### src/rtl/multdiv_pkg.sv
// Shared types and constants for the iterative multiply/divide unit.
// The Booth digit encoding is only consumed when MULTDIV_BOOTH_EN is defined.
package multdiv_pkg;

    typedef enum logic [1:0] {
        StIdle,
        StMult,
        StDiv,
        StDone
    } state_e;

    typedef enum logic [2:0] {
        BoothZero,
        BoothPos1,
        BoothPos2,
        BoothNeg1,
        BoothNeg2
    } booth_e;

    function automatic logic [127:0] int_min(input int unsigned width);
        return 128'(1) << (width - 1);
    endfunction

    // Triplet is {b[2i+1], b[2i], b[2i-1]}.
    function automatic booth_e booth_decode(input logic [2:0] trip);
        booth_e d;
        unique case (trip)
            3'b001, 3'b010: d = BoothPos1;
            3'b011:         d = BoothPos2;
            3'b100:         d = BoothNeg2;
            3'b101, 3'b110: d = BoothNeg1;
            default:        d = BoothZero;
        endcase
        return d;
    endfunction

endpackage

### src/rtl/multdiv_counter.sv
// Synchronous-clear iteration counter; tc_o flags that the count equals term_i.
module multdiv_counter #(
    parameter int unsigned Width = 6
) (
    input  logic             clk_i,
    input  logic             clr_i,
    input  logic             en_i,
    input  logic [Width-1:0] term_i,
    output logic             tc_o
);

    logic [Width-1:0] count_q;

    always_ff @(posedge clk_i) begin
        if (clr_i) begin
            count_q <= '0;
        end else if (en_i) begin
            count_q <= count_q + Width'(1);
        end
    end

    assign tc_o = (count_q == term_i);

endmodule

### src/rtl/multdiv_unit.sv
// Iterative signed multiplier/divider with a fixed latency per operation.
// MULTDIV_BOOTH_EN selects a radix-4 Booth multiply (WIDTH/2 iterations).
module multdiv_unit
    import multdiv_pkg::*;
#(
    parameter int unsigned WIDTH = 32
) (
    input  logic             clock,
    input  logic             reset,
    input  logic             ctrl_MULT,
    input  logic             ctrl_DIV,
    input  logic [WIDTH-1:0] data_operandA,
    input  logic [WIDTH-1:0] data_operandB,
    output logic [WIDTH-1:0] data_result,
    output logic             data_exception,
    output logic             data_resultRDY,
    output logic             busy
);

    localparam int unsigned CNT_W = $clog2(WIDTH) + 1;
    localparam logic [WIDTH-1:0] IntMin = WIDTH'(int_min(WIDTH));
    localparam logic [CNT_W-1:0] TermFull = CNT_W'(WIDTH - 1);
`ifdef MULTDIV_BOOTH_EN
    localparam int unsigned HiW = WIDTH + 2;
    localparam logic [CNT_W-1:0] TermHalf = CNT_W'(WIDTH / 2 - 1);
`else
    localparam int unsigned HiW = WIDTH;
`endif

    function automatic logic [WIDTH-1:0] mag(input logic [WIDTH-1:0] v);
        logic [WIDTH:0] e;
        e = {v[WIDTH-1], v};
        return v[WIDTH-1] ? WIDTH'(-e) : v;
    endfunction

    state_e           state_q;
    logic [HiW-1:0]   hi_q, it_hi;
    logic [WIDTH-1:0] lo_q, it_lo, opnd_q;
    logic             neg_q, dzero_q, ovf_q;
    logic [WIDTH-1:0] result_q;
    logic             exc_q, rdy_q, busy_q;
    logic             start, iterating, tc;
    logic [CNT_W-1:0] term;

    logic [WIDTH:0]     div_shift;
    logic               div_ge;
    logic [2*WIDTH-1:0] prod_raw, prod;
    logic [WIDTH-1:0]   quo, fin_result;
    logic               mul_exc, fin_exc;

`ifdef MULTDIV_BOOTH_EN
    logic           prev_q, it_prev;
    logic [HiW-1:0] booth_m, booth_add, booth_sum;
`else
    logic [WIDTH:0] mul_sum;
`endif

    assign start     = ctrl_MULT | ctrl_DIV;
    assign iterating = (state_q == StMult) || (state_q == StDiv);

`ifdef MULTDIV_BOOTH_EN
    assign term = (state_q == StMult) ? TermHalf : TermFull;
`else
    assign term = TermFull;
`endif

    multdiv_counter #(
        .Width (CNT_W)
    ) u_counter (
        .clk_i  (clock),
        .clr_i  (reset | start),
        .en_i   (iterating),
        .term_i (term),
        .tc_o   (tc)
    );

    // One iteration of the active operation.
    always_comb begin
        it_hi     = hi_q;
        it_lo     = lo_q;
        div_shift = {hi_q[WIDTH-1:0], lo_q[WIDTH-1]};
        div_ge    = div_shift >= {1'b0, opnd_q};
`ifdef MULTDIV_BOOTH_EN
        it_prev   = prev_q;
        booth_m   = {{2{opnd_q[WIDTH-1]}}, opnd_q};
        unique case (booth_decode({lo_q[1:0], prev_q}))
            BoothPos1: booth_add = booth_m;
            BoothPos2: booth_add = booth_m << 1;
            BoothNeg1: booth_add = -booth_m;
            BoothNeg2: booth_add = -(booth_m << 1);
            default:   booth_add = '0;
        endcase
        booth_sum = hi_q + booth_add;
`else
        mul_sum   = {1'b0, hi_q} + (lo_q[0] ? {1'b0, opnd_q} : '0);
`endif
        if (state_q == StDiv) begin
            it_hi = div_ge ? HiW'(div_shift - {1'b0, opnd_q}) : HiW'(div_shift[WIDTH-1:0]);
            it_lo = {lo_q[WIDTH-2:0], div_ge};
        end else if (state_q == StMult) begin
`ifdef MULTDIV_BOOTH_EN
            it_hi   = {{2{booth_sum[WIDTH+1]}}, booth_sum[WIDTH+1:2]};
            it_lo   = {booth_sum[1:0], lo_q[WIDTH-1:2]};
            it_prev = lo_q[1];
`else
            it_hi = mul_sum[WIDTH:1];
            it_lo = {mul_sum[0], lo_q[WIDTH-1:1]};
`endif
        end
    end

    // Final result formed from the last iteration so it registers on the edge entering DONE.
    always_comb begin
        prod_raw = {it_hi[WIDTH-1:0], it_lo};
`ifdef MULTDIV_BOOTH_EN
        prod = prod_raw;
`else
        prod = neg_q ? -prod_raw : prod_raw;
`endif
        mul_exc = !((&prod[2*WIDTH-1:WIDTH-1]) || !(|prod[2*WIDTH-1:WIDTH-1]));
        quo     = neg_q ? -it_lo : it_lo;
        if (state_q == StMult) begin
            fin_result = prod[WIDTH-1:0];
            fin_exc    = mul_exc;
        end else if (dzero_q) begin
            fin_result = '0;
            fin_exc    = 1'b1;
        end else if (ovf_q) begin
            fin_result = IntMin;
            fin_exc    = 1'b1;
        end else begin
            fin_result = quo;
            fin_exc    = 1'b0;
        end
    end

    always_ff @(posedge clock) begin
        if (reset) begin
            state_q  <= StIdle;
            hi_q     <= '0;
            lo_q     <= '0;
            opnd_q   <= '0;
            neg_q    <= 1'b0;
            dzero_q  <= 1'b0;
            ovf_q    <= 1'b0;
            result_q <= '0;
            exc_q    <= 1'b0;
            rdy_q    <= 1'b0;
            busy_q   <= 1'b0;
`ifdef MULTDIV_BOOTH_EN
            prev_q   <= 1'b0;
`endif
        end else begin
            rdy_q <= 1'b0;
            if (start) begin
                // A start in any state restarts; MULT wins over DIV.
                state_q <= ctrl_MULT ? StMult : StDiv;
                busy_q  <= 1'b1;
                hi_q    <= '0;
                neg_q   <= data_operandA[WIDTH-1] ^ data_operandB[WIDTH-1];
                dzero_q <= (data_operandB == '0);
                ovf_q   <= (data_operandA == IntMin) && (data_operandB == '1);
                if (ctrl_MULT) begin
`ifdef MULTDIV_BOOTH_EN
                    opnd_q <= data_operandA;
                    lo_q   <= data_operandB;
                    prev_q <= 1'b0;
`else
                    opnd_q <= mag(data_operandA);
                    lo_q   <= mag(data_operandB);
`endif
                end else begin
                    opnd_q <= mag(data_operandB);
                    lo_q   <= mag(data_operandA);
                end
            end else begin
                unique case (state_q)
                    StMult, StDiv: begin
                        hi_q <= it_hi;
                        lo_q <= it_lo;
`ifdef MULTDIV_BOOTH_EN
                        prev_q <= it_prev;
`endif
                        if (tc) begin
                            state_q  <= StDone;
                            busy_q   <= 1'b0;
                            rdy_q    <= 1'b1;
                            result_q <= fin_result;
                            exc_q    <= fin_exc;
                        end
                    end
                    StDone:  state_q <= StIdle;
                    default: state_q <= StIdle;
                endcase
            end
        end
    end

    assign data_result    = result_q;
    assign data_exception = exc_q;
    assign data_resultRDY = rdy_q;
    assign busy           = busy_q;

endmodule

### config.mk
export PLATFORM = sky130hd
export DESIGN_NAME = multdiv_unit
export DESIGN_NICKNAME = d
export VERILOG_FILES = /design/src/rtl/multdiv_pkg.sv /design/src/rtl/multdiv_counter.sv /design/src/rtl/multdiv_unit.sv
export SDC_FILE = /design/constraint.sdc
export NUM_CORES = 1
export LEC_CHECK = 0
export ABC_AREA = 0
export CAP_MARGIN = 25
export CORE_MARGIN = 3
export CORE_UTILIZATION = 30
export DETAILED_ROUTE_END_ITERATION = 7
export SLEW_MARGIN = 20
export SYNTH_ARGS = -nofsm -noshare
export SYNTH_HDL_FRONTEND = slang
export SYNTH_SLANG_ARGS = --single-unit
### constraint.sdc
create_clock -name clock -period 5.9 [get_ports clock]
set_clock_uncertainty 0.05 [all_clocks]
set_input_delay 0.885 -clock clock [delete_from_list [all_inputs] [get_ports clock]]
set_output_delay 0.885 -clock clock [all_outputs]
set_load 0.005 [all_outputs]
==> Yosys cells after proc, flatten, opt, wreduce, memory -nomap -nowiden <==
Cells that the tools add are included.
{ "totals": {"output_inout_bits": 35, "regBits": 142} }
{ "classes": {"add_sub_neg": 7, "muxes": 28, "n_lt_le_gt_ge": 1, "n_reduce_logical": 15, "bitwise_logic": 5, "n_eq_ne": 6} }
{ "op_table": {"columns": ["op", "count"], "rows": [
  ["$mux W32", 16],
  ["$neg A32 Y32", 3],
  ["$eq A32 B32 Y1 const B", 2],
  ["$mux W64", 1],
  ["$neg A64 Y64", 1],
  ["$add A32 B32 Y33", 1],
  ["$ge A33 B32 Y1", 1],
  ["$reduce_and A33 Y1", 1],
  ["$reduce_or A33 Y1", 1],
  ["$logic_not A32 Y1", 1],
  ["$sub A32 B32 Y32", 1],
  ["$mux W2", 4],
  ["$mux W1", 7],
  ["$add A6 B1 Y6 const B", 1],
  ["$eq A6 B5 Y1 const B", 1],
  ["$reduce_bool A2 Y1", 2],
  ["$reduce_or A2 Y1", 2],
  ["$ne A3 B3 Y1 const B", 1],
  ["$reduce_and A3 Y1", 1],
  ["$reduce_or A3 Y1", 1],
  ["$eq A2 B1 Y1 const B", 1],
  ["$eq A2 B2 Y1 const B", 1],
  ["$logic_not A1 Y1", 2],
  ["$logic_or A1 B1 Y1", 2],
  ["5 further kinds", 7]
]} }

==> Logic depth before layout (Yosys ltp) <==
Gate-level depths: netlist of the first run.
{ "logic_depth": {"ltp_word": 11, "mapped_depth": 30, "mapped_depth_nobuf": 24} }

==> By module <==
From an unflattened synthesis of the first run, not the netlist that was laid out.
{ "unflattened": {"hier_cells": 2102, "area_unflattened_um2": 15168.3} }
{ "modules_own_cells": {"columns": ["mod", "seq_area_each_um2", "cells_per_inst", "n_inst", "area_each_um2"], "rows": [
  ["multdiv_unit", 2722.6, 2070, 1, 14865.5],
  ["multdiv_counter", 120.1, 32, 1, 302.8]
]} }

==> Worst setup path before layout of the first run <==
Ideal clock, no wire load.
{ "synth_path": {"path_kind": "reg2reg", "startpoint": "register state_q[0]", "endpoint": "register exc_q, in the netlist data_exception", "setup_slack_ns": -0.340, "setup_ns": 0.129, "path_stages_with_launch": 31, "required_time_ns": 5.721, "t_arrival_ns": 6.060, "cell_sequence": "dfxtp_1 > inv_1 > ha_1 > buf_6 > buf_6 > buf_2 > buf_2 > buf_4 > buf_2 > buf_2 > buf_2 > buf_2 > buf_2 > buf_1 > buf_1 > nor2_1 > a21oi_1 > ha_1 > nand2_1 > nor3_2 > nand2_1 > or3_1 > or3_1 > or3_1 > a211o_1 > or4_1 > o41ai_1 > xor2_1 > nand2_1 > o41ai_1 > a31oi_1"} }
{ "synth_between": {"elab_chain_len": 10} }
{ "synth_rtl": {"columns": ["element", "line", "rtl"], "rows": [
  ["start: declaration", "multdiv_unit.sv:36", "state_e state_q;"],
  ["start signal: assignment", "multdiv_unit.sv:139", "state_q <= StIdle;"],
  ["start signal: assignment", "multdiv_unit.sv:157", "state_q <= ctrl_MULT ? StMult : StDiv;"],
  ["start signal: assignment", "multdiv_unit.sv:185", "state_q <= StDone;"],
  ["$eq A2 B1 Y1", "multdiv_unit.sv:100, multdiv_unit.sv:122, multdiv_unit.sv:177", null],
  ["$mux W32", "multdiv_unit.sv:100", "end else if (state_q == StMult) begin"],
  ["$mux W32", "multdiv_unit.sv:97", "if (state_q == StDiv) begin"],
  ["$neg A64 Y64", "multdiv_unit.sv:118", "prod = neg_q ? -prod_raw : prod_raw;"],
  ["$mux W64", "multdiv_unit.sv:118", null],
  ["$reduce_or A33 Y1", "multdiv_unit.sv:120", "mul_exc = !((&prod[2*WIDTH-1:WIDTH-1]) || !(|prod[2*WIDTH-1:WIDTH-1]));"],
  ["$logic_not A1 Y1", "multdiv_unit.sv:120", null],
  ["$logic_or A1 B1 Y1", "multdiv_unit.sv:120", null],
  ["$logic_not A1 Y1", "multdiv_unit.sv:120", null],
  ["$mux W1", "multdiv_unit.sv:122", "if (state_q == StMult) begin"],
  ["end signal: assignment", "multdiv_unit.sv:189", "exc_q <= fin_exc;"],
  ["end: declaration", "multdiv_unit.sv:41", "logic exc_q, rdy_q, busy_q;"]
]} }
Several ways; a longest one is shown, not always the timed one.
A chain may end at the register's enable or synchronous reset.

==> Worst setup path after layout of the first run <==
{ "layout_path": {"startpoint": "register hi_q[8]", "endpoint": "register exc_q, in the netlist data_exception"} }
{ "layout_between": {"elab_chain_len": 10} }
{ "layout_rtl": {"columns": ["element", "line", "rtl"], "rows": [
  ["start: declaration", "multdiv_unit.sv:37", "logic [HiW-1:0] hi_q, it_hi;"],
  ["start signal: assignment", "multdiv_unit.sv:179", "hi_q <= it_hi;"],
  ["$add A32 B32 Y33 (tied with other cells)", "multdiv_unit.sv:95", "mul_sum = {1'b0, hi_q} + (lo_q[0] ? {1'b0, opnd_q} : '0);"],
  ["$mux W32, on equally long branches", "multdiv_unit.sv:100, multdiv_unit.sv:98", null],
  ["$mux W32", "multdiv_unit.sv:97", null],
  ["$neg A64 Y64", "multdiv_unit.sv:118", null],
  ["$mux W64 *", "multdiv_unit.sv:118", null],
  ["$reduce_or A33 Y1", "multdiv_unit.sv:120", null],
  ["$logic_not A1 Y1", "multdiv_unit.sv:120", null],
  ["$logic_or A1 B1 Y1 *", "multdiv_unit.sv:120", null],
  ["$logic_not A1 Y1 *", "multdiv_unit.sv:120", null],
  ["$mux W1 *", "multdiv_unit.sv:122", null]
]} }
Every way passes the cells marked *; elsewhere a longest branch is shown, timed or not.

==> results of run 1 <==
-- Yosys cell counts, types with 13 or more instances --
cell type	n
and2_1	45
nand4_1	26
a21oi_1	184
mux2_2	18
o211ai_1	15
buf_1	18
nor3_1	37
nor4_1	18
o31ai_1	32
nand2_1	157
a211oi_1	32
o21ai_0	107
o41ai_1	19
a22oi_1	13
dfxtp_1	142
a21o_1	34
nand2b_1	23
a22o_1	32
a31oi_1	29
or3_1	30
o31a_1	13
buf_2	17
nor2_1	261
mux2i_1	88
o21a_1	32
inv_1	63
or4_1	18
ha_1	71
xnor2_1	78
nand3_1	45
nor2b_1	19
xor2_1	68
clkbuf_1	93
-- worst max-delay path, stage by stage (launching register included) --
cell and delay, ns:
dfxtp_1 0.40, ha_1 0.27, a21oi_1 0.23, o21ai_1 0.13
o21bai_1 0.22, a32o_1 0.31, o21a_4 0.21, o21ai_2 0.16
o21ai_0 0.14, inv_1 0.10, ha_1 0.16, nand2_1 0.09
nor3_2 0.17, nand2_1 0.12, or3_1 0.40, or3_1 0.33
or3_1 0.42, a211o_1 0.24, or4_1 0.46, o41ai_2 0.24
xor2_1 0.22, nand2_1 0.08, o41ai_2 0.21, a31oi_1 0.06
-- per-stage QoR --
step	instances	area [sq um]	power, W
after floorplan	2081	15200	0.00180
after global placement	2841	17500	0.00224
after detailed placement	2843	17500	0.00225
after CTS	2875	18100	0.00334
after global routing	2875	18100	0.00350
final	2875	18100	0.00335
-- metal layers --
metal  up-vias  part of all wire (%)  track usage, %
li1       7884                     -               -
met1      8069                    43            29.9
met2       567                    46            39.2
met3       143                   5.5            3.23
met4         0                   5.1            11.0
met5         -                     0               0
-- logic make-up (layout without fill, tap and decap cells) --
| group | Yosys count | after routing |
|---|---|---|
| DFF | 142 | 142 |
| xor gates and xnor gates | 146 | 146 |
| adders and majority gates | 73 | 73 |
| and+or+nand+nor | 746 | 746 |
| muxes | 110 | 110 |
| AOI/OAI and AO/OA | 664 | 664 |
| buffers and inverters | 200 | 330 |
-- sequential cells by signal (all words and copies together), names as in the netlist --
| name | flops |
|---|---|
| ovf_q | 1 |
| data_exception | 1 |
| dzero_q | 1 |
| data_result | 32 |
| lo_q | 32 |
| hi_q | 32 |
| neg_q | 1 |
| busy | 1 |
| opnd_q | 32 |
| u_counter.count_q | 6 |
| data_resultRDY | 1 |
| state_q | 2 |
-- cell type report --
type / count / share of cell area (%)
timing repair buffer: 234 / 11.4
multi-input combinational: 1739 / 63.9
sequential: 142 / 15.7
clock buffer: 18 / 2.42
inverter: 64 / 1.32
tap: 664 / 4.58
clock inverter: 14 / 0.758
-- report_power, final --
| part | switching, W | internal [W] |
|---|---|---|
| logic | 0.000735 | 0.000461 |
| registers | 0.0000574 | 0.00100 |
| clock network | 0.000523 | 0.000574 |
-- cell usage in the layout, fill, tap and decap left out, drive strengths merged, types with 46 or more instances in the layout --
master         synthesis  routed
nand3                 48      48
a21oi                189     189
xnor2                 78      78
xor2                  68      68
inv                   64      75
nand2                157     157
ha                    71      71
dfxtp                142     142
o21ai                113     113
and2                  46      46
mux2i                 89      89
clkdlybuf4s50          0      99
nor2                 262     262
buf                   43     135
-- worst max path at each step --
stage	end	slack, ns
after floorplan	data_exception	0.01
after global placement	data_exception	0.15
after detailed placement	data_exception	0.11
after CTS	data_exception	0.10
after global routing	data_exception	0.02
final	data_exception	0.35
==> flow_summary.yaml, run 1 <==
critical_path:
  start_kind: "flip-flop"
  rrSetupSlack_ns: 0.35
  crit_path_end_kind: "flip-flop"
  rr_endpoint: "data_exception"
  path_max_fanout: 5
  crit_arrival_ns: 5.85
  crit_start: "hi_q[8]"
  crit_required_ns: 6.20
  worstReg2RegStart: "hi_q[8]"
  path_class: "flip-flop to flip-flop"
  r2r_cells: 23
layout:
  regArea_sq_mm: 0.00285
  multi_input_area_sq_mm: 0.0116
  area_growth_pct: 19.6
  utilization_pct: 36.7
  drive_gt1_share_pct: 11.3
  layout.nets: 2339
  nFillCells: 5279
  num_antenna_cells: 0
synthesis:
  synth_compound_area_share_pct: 29.6
  ys.warnings.count: 0
  synthMuxAreaShare_pct: 7.48
  synth_cell_type_count: 100
  synth_fp_nets: 2222
  syn_inst: 2081
  ys_seq_area_share_pct: 18.7
  synth_area_sq_mm: 0.0152
  synth_top_family_by_area: "compound AO/OA/AOI/OAI gates"
  synth_top_area_share_pct: 18.7
  synth-xor-area-share_pct: 8.42
  synth_ff_type: "dfxtp_1"
  synth.avg_cell_area_sq_um: 7.29
  synth_area_leaders: "dfxtp_1 19%, nor2_1 6.5%, a21oi_1 6.1%, ha_1 5.9%, mux2i_1 5.8%"
  synth-edff-count: 0
  async_reset_ff_share_pct: 0
  synthSimpleGateAreaFrac_pct: 24.2
  synth-seq-cells: 142
  yosys.area.top_type: "dfxtp_1"
  synth_adder_area_share_pct: 6.12
sta:
  setup_tns_ns: 0
  slew_headroom_pct: 32.2
  fin_crit_sh_pct: 94.1
  slew_violations: 0
  tightestPinTransition_ns: 1.01
  grt_setup_unrepaired: "false"
  worst_slack_ns: 0.350
  max_freq_mhz: 180
  period_needed_ns: 5.55
  hold_slack_ns: 0.434
  hold_violations: 0
  setup_viol: 0
global_routing:
  grt_max_degree: 80
  grt_pass1_vias: 15900
  antenna_found_initial: 1
  gr-usage-all-layers_pct: 23.5
  grt_pass1_wl_mm: 97.1
  grt-ovfl-total: 0
placed_design:
  dpl.hpwl_mm: 51.4
  pre_cts_ws_ns: 0.107
  io_buffers: 102
  place_congestion: 0.969
floorplanning:
  start_util_pct: 30.7
  rows: 81
  die_w_um: 231
  ios: 103
  die_y_um: 231
  core-area_sq_mm: 0.0495
  die-area_sq_mm: 0.0533
cts:
  clkSinkCount: 142
  clkLatencyLatePin_ns: 0.46
  hold_buffers: 0
  cts_root_buffer: "clkbuf_16"
  htree_levels: 4
  postCtsSetupRepairBufs: 0
  cts_tree: "done"
  path_clk_slew_ns: 0.08
  cts_made_buffers: 17
  ctsResizeCount: 0
  clock_path_buffers: 2
pwr:
  max-vdd-ir-drop_mv: 0.203
  leakagePower_nw: 7.19
  powerDensity_mw_per_mm2: 185
drt:
  postRouteAntennaNets: 0
  drt-total-wl_mm: 64.7
  drcViolationCount: 0
  wl_per_cell_um: 22.5
  first_pass_iters: 6
  drt_iter0_drc: 1693
  vias: 16700
  via_per_inst: 5.80
hold_path:
  hold_path_class: "flip-flop to flip-flop"
  worstHoldStart: "data_result[25]"
  min_to: "data_result[25]"
  holdPathStages: 1
flow_run:
  drv_cap: 0
outcome:
  status: "finished, final reports clean"
Note: power is estimated with default switching activity, not from simulation.
==> inputs of run 2 (changes only) <==
Settings changed: CORE_MARGIN 3 to 2, CTS_BUF_LIST set to sky130_fd_sc_hd__clkbuf_2, MAX_ROUTING_LAYER set to met4.
==> run 2 against run 1 <==
Against the previous run: via count rose by 0.14%; critical path type unchanged; largest cell class unchanged; clock power is 43% lower; power down 14%; utilization fell by 1.1 points; register-to-register slack worse by 0.23 ns; global-route usage up 1.3 points.
==> flow_summary.yaml, run 2 (synthesized netlist as in run 1, its figures left out) <==
floorplanning:
  rows: 82
  die_y_um: 229
  die_w_um: 229
  start_util_pct: 30.3
  die-area_sq_mm: 0.0524
  ios: 103
  core-area_sq_mm: 0.0501
sta:
  max_freq_mhz: 173
  setup_tns_ns: 0
  setup_viol: 0
  hold_violations: 0
  slew_headroom_pct: 35.7
  tightestPinTransition_ns: 0.965
  slew_violations: 0
  fin_crit_sh_pct: 97.9
  period_needed_ns: 5.78
critical_path:
  crit_required_ns: 6.66
  rrSetupSlack_ns: 0.12
  crit_arrival_ns: 6.54
  path_max_fanout: 22
  path_cells: "inv_1 -> ha_1 -> nand4_1 -> nor4_2 -> a21oi_1 -> o21a_1 -> o21ai_2 -> buf_6 -> o32ai_1 -> a31o_2 -> or4_1 -> or2_2 -> or4_4 -> o41ai_4 -> xor2_1 -> nand2_1 -> o41ai_2 -> a31oi_1"
  max_stage_delay_ns: 0.55
  crit_path_end_kind: "flip-flop"
  start_kind: "flip-flop"
  path_class: "flip-flop to flip-flop"
  critical-path-slowest-cell: "or4_1"
drt:
  postRouteAntennaNets: 0
  drt_iter0_drc: 1641
  vias: 16700
  wl_per_cell_um: 22.6
  drcViolationCount: 0
  via_per_inst: 5.79
  first_pass_iters: 6
  drt-total-wl_mm: 65.1
global_routing:
  grt-ovfl-total: 0
  antenna_found_initial: 6
  gr-usage-all-layers_pct: 24.8
  grt_pass1_vias: 15700
  grt_max_degree: 95
  grt_pass1_wl_mm: 97.8
placed_design:
  place_congestion: 0.968
  dpl.hpwl_mm: 51.6
  dp.cells: 2845
  io_buffers: 102
cts:
  clkLatencyLatePin_ns: 0.88
  clock_path_buffers: 2
  clkSinkCount: 142
  cts_made_buffers: 17
  cts_root_buffer: "clkbuf_2"
  hold_buffers: 0
  htree_levels: 4
  path_clk_slew_ns: 0.31
  cts_tree: "done"
pwr:
  leakagePower_nw: 7.03
  design_power_total_w: 0.00288
  powerDensity_mw_per_mm2: 162
  max-vdd-ir-drop_mv: 0.129
layout:
  layout.nets: 2337
  drive_gt1_share_pct: 11.7
  utilization_pct: 35.6
  instances_no_fill: 2882
  layout_common_cells: "261 x nor2_1, 183 x a21oi_1, 155 x nand2_1"
  final_common_cell: "nor2_1"
  area_growth_pct: 17.5
flow_run:
  drv_cap: 0
outcome:
  status: "finished, final reports clean"
hold_path:
  hold_path_class: "input port to flip-flop"
==> run 2: metrics by stage <==
step	setup WS [ns]	hold slack [ns]	instance area [sq um]
detailed placement	0.0641	0.417	17500
floorplan	0.0120	0.414	15200
global placement	0.127	0.413	17500
finish	0.123	0.338	17800
global route	-0.0937	0.299	17800
CTS	0.0900	0.271	17700
==> run 2: area by class of cell <==
cell class	instances	area (sq um)
timing repair buffer	232	2020
clock buffer	17	85.1
multi-input combinational	1739	11700
clock inverter	15	148
sequential	142	2850
fill	5443	32200
antenna	1	2.50
inverter	64	240
tap	672	841
==> run 2: power breakdown <==
group	total (W)	switching [W]	internal (W)
sequential	0.00105	0.0000479	0.00100
combinational	0.00121	0.000752	0.000457
clock	0.000623	0.000456	0.000167
==> run 2: worst max-delay path: cells and delay by family (launching register included) <==
| family | cells | cell delay [ns] |
|---|---|---|
| AOI/OAI and AO/OA | 8 | 1.90 |
| xor gates and xnor gates | 1 | 0.21 |
| adders and majority gates | 1 | 0.43 |
| buffers and inverters | 2 | 0.36 |
| DFF | 1 | 0.46 |
| and+or+nand+nor | 6 | 2.30 |
==> run 2: path summary, 6_finish.rpt <==
kind / start / endpoint / cells after the start
hold reg to reg: busy / busy / 1
setup reg to reg: opnd_q[22] / data_exception / 18
hold / removal: ctrl_MULT / opnd_q[31] / 2
setup / recovery: opnd_q[22] / data_exception / 18
==> run 2: metal layers <==
metal	GRT usage, %	vias to the layer above	share of wire [%]	wire length [um]
li1	-	7895	-	-
met1	30.6	7994	42	27400
met2	41.1	675	48	31000
met3	2.97	123	6.1	3960
met4	10.2	0	4.3	2780
met5	-	-	0	0
==> run 2: what timing repair did <==
action,4_1_cts,5_1_grt
resized for setup,0,27
buffers inserted,0,3
endpoints found under the setup margin,0,1
==> inputs of run 3 (changes only) <==
Settings changed: MAX_ROUTING_LAYER met4 to not set, SKIP_LAST_GASP set to 1.
==> run 3 against run 2 <==
Against the previous run: fmax grew 1.2%; power grew 1.1%; global-route usage down 0.88 points; routed wire length fell by 0.71%; clock power is 6.7% higher; utilization fell by 0.090 points; sequential cell count did not move; via count rose by 0.54%; largest power group unchanged.
==> flow_summary.yaml, run 3 (synthesized netlist as in run 1, its figures left out) <==
sta:
  setup_tns_ns: 0
  slew_headroom_pct: 30.2
  max_freq_mhz: 175
  slew_violations: 0
  setup_viol: 0
  fin_crit_sh_pct: 96.7
  hold_slack_ns: 0.336
  hold_violations: 0
  period_needed_ns: 5.71
  tightestPinTransition_ns: 1.05
critical_path:
  cpLargestDelayFamily: "simple AND/OR/NAND/NOR gates"
  path_max_fanout: 6
  crit_path_end_kind: "flip-flop"
  crit_arrival_ns: 6.44
  crit_top_cell: "nand2_1"
  start_kind: "flip-flop"
  crit_required_ns: 6.63
  crit_buf_inv: 1
  max_stage_delay_ns: 0.45
  path_cells: "ha_1 -> a21oi_2 -> o21ai_1 -> o21bai_1 -> a32o_1 -> o21a_4 -> o21ai_2 -> o21ai_0 -> inv_1 -> ha_1 -> nand2_1 -> nor3_2 -> nand2_1 -> or3_1 -> or3_1 -> or3_4 -> a211o_1 -> or4_1 -> o41ai_2 -> xor2_1 -> nand2_1 -> o41ai_2 -> a31oi_1"
  worstReg2RegStart: "hi_q[10]"
  critical-path-slowest-cell: "or4_1"
  path_class: "flip-flop to flip-flop"
  crit_start: "hi_q[10]"
floorplanning:
  ios: 103
  rows: 82
  die_y_um: 229
  core-area_sq_mm: 0.0501
  die_w_um: 229
  start_util_pct: 30.3
  die-area_sq_mm: 0.0524
drt:
  wl_per_cell_um: 22.4
  vias: 16800
  via_per_inst: 5.82
  drt-total-wl_mm: 64.6
  first_pass_iters: 6
  postRouteAntennaNets: 0
  drt_iter0_drc: 1800
  drcViolationCount: 0
global_routing:
  grt_pass1_wl_mm: 97.2
  gr-usage-all-layers_pct: 24.0
  antenna_found_initial: 1
  grt_pass1_vias: 15900
  grt_max_degree: 92
  grt-ovfl-total: 0
pwr:
  leakagePower_nw: 7.04
  max-vdd-ir-drop_mv: 0.104
  powerDensity_mw_per_mm2: 164
layout:
  area_growth_pct: 17.2
  drive_gt1_share_pct: 11.3
  instances_no_fill: 2882
  utilization_pct: 35.5
  layout_common_cells: "261 x nor2_1, 182 x a21oi_1, 157 x nand2_1"
  final_common_cell: "nor2_1"
  layout.nets: 2336
cts:
  hold_buffers: 0
  htree_levels: 4
  cts_tree: "done"
  clkSinkCount: 142
  clock_path_buffers: 2
  clkLatencyLatePin_ns: 0.85
  cts_made_buffers: 17
  cts_root_buffer: "clkbuf_2"
  path_clk_slew_ns: 0.29
placed_design:
  io_buffers: 102
  dpl.hpwl_mm: 51.5
  place_congestion: 1.02
  dp.cells: 2846
hold_path:
  worstHoldStart: "reset"
  hold_path_class: "input port to flip-flop"
flow_run:
  drv_cap: 0
outcome:
  status: "finished, final reports clean"
[run 3: cell count changes in the layout (fill, tap and decap cells not counted), moves of 2 or more]
| cell | before | now |
|---|---|---|
| bufinv_16 | 1 | 3 |
| clkinv_2 | 0 | 4 |
| dfxtp_1 | 136 | 139 |
| dfxtp_2 | 6 | 3 |
| ha_1 | 67 | 69 |
| inv_6 | 7 | 2 |
| nand2_1 | 155 | 157 |
| nand2_2 | 2 | 0 |
| or3_1 | 26 | 28 |
| or3_4 | 3 | 1 |
[run 3: worst paths after layout]
| kind | to | slack (ns) | cells after the start |
|---|---|---|---|
| setup / recovery | data_exception | 0.19 | 23 |
| hold / removal | data_resultRDY | 0.34 | 2 |
| hold reg to reg | busy | 0.45 | 1 |
| setup reg to reg | data_exception | 0.19 | 23 |
[run 3: routing by layer]
| layer | vias up | part of all wire (%) | global-route usage [%] |
|---|---|---|---|
| met1 | 8043 | 41 | 29.1 |
| li1 | 7869 | - | - |
| met5 | - | 0 | 0 |
| met3 | 142 | 6.6 | 3.69 |
| met2 | 723 | 48 | 41.3 |
| met4 | 0 | 4.9 | 11.2 |
[run 3: power breakdown]
group          switching [W]  leakage (nW)  internal (W)
sequential         0.0000501          1.16       0.00100
combinational       0.000744          5.73      0.000455
clock               0.000426         0.151      0.000239
[run 3: area by class of cell]
| cell class | instances | area, sq um |
|---|---|---|
| fillers | 5424 | 32300 |
| multi-input cells | 1739 | 11600 |
| flip-flops and latches | 142 | 2850 |
| repair buffers | 231 | 2000 |
| well taps | 672 | 841 |
| inverters | 64 | 240 |
| clock inverters | 14 | 168 |
| clock buffers | 18 | 90.1 |
| diodes | 2 | 5.00 |
[run 3: worst register-to-register path, stage by stage (launching register included)]
cell,delay (ns)
dfxtp_1,0.38
ha_1,0.38
a21oi_2,0.19
o21ai_1,0.11
o21bai_1,0.24
a32o_1,0.32
o21a_4,0.21
o21ai_2,0.16
o21ai_0,0.14
inv_1,0.10
ha_1,0.17
nand2_1,0.10
nor3_2,0.25
nand2_1,0.14
or3_1,0.44
or3_1,0.37
or3_4,0.41
a211o_1,0.23
or4_1,0.45
o41ai_2,0.24
xor2_1,0.22
nand2_1,0.09
o41ai_2,0.21
a31oi_1,0.06
[run 3: repair_timing]
item / in CTS / in global routing
resized for setup: 0 / 14
buffers inserted: 0 / 2
endpoints found under the setup margin: 0 / 1
hold endpoints to repair: 0 / 0
[run 3: metrics by stage]
| step | total power [W] | worst slack (ns) | instance area [sq um] |
|---|---|---|---|
| after detailed placement | 0.00224 | 0.0171 | 17500 |
| after floorplan | 0.00180 | 0.0120 | 15200 |
| after global routing | 0.00305 | -0.0256 | 17800 |
| final | 0.00292 | 0.192 | 17800 |
| after global placement | 0.00223 | 0.138 | 17500 |
| after CTS | 0.00290 | 0.0522 | 17700 |
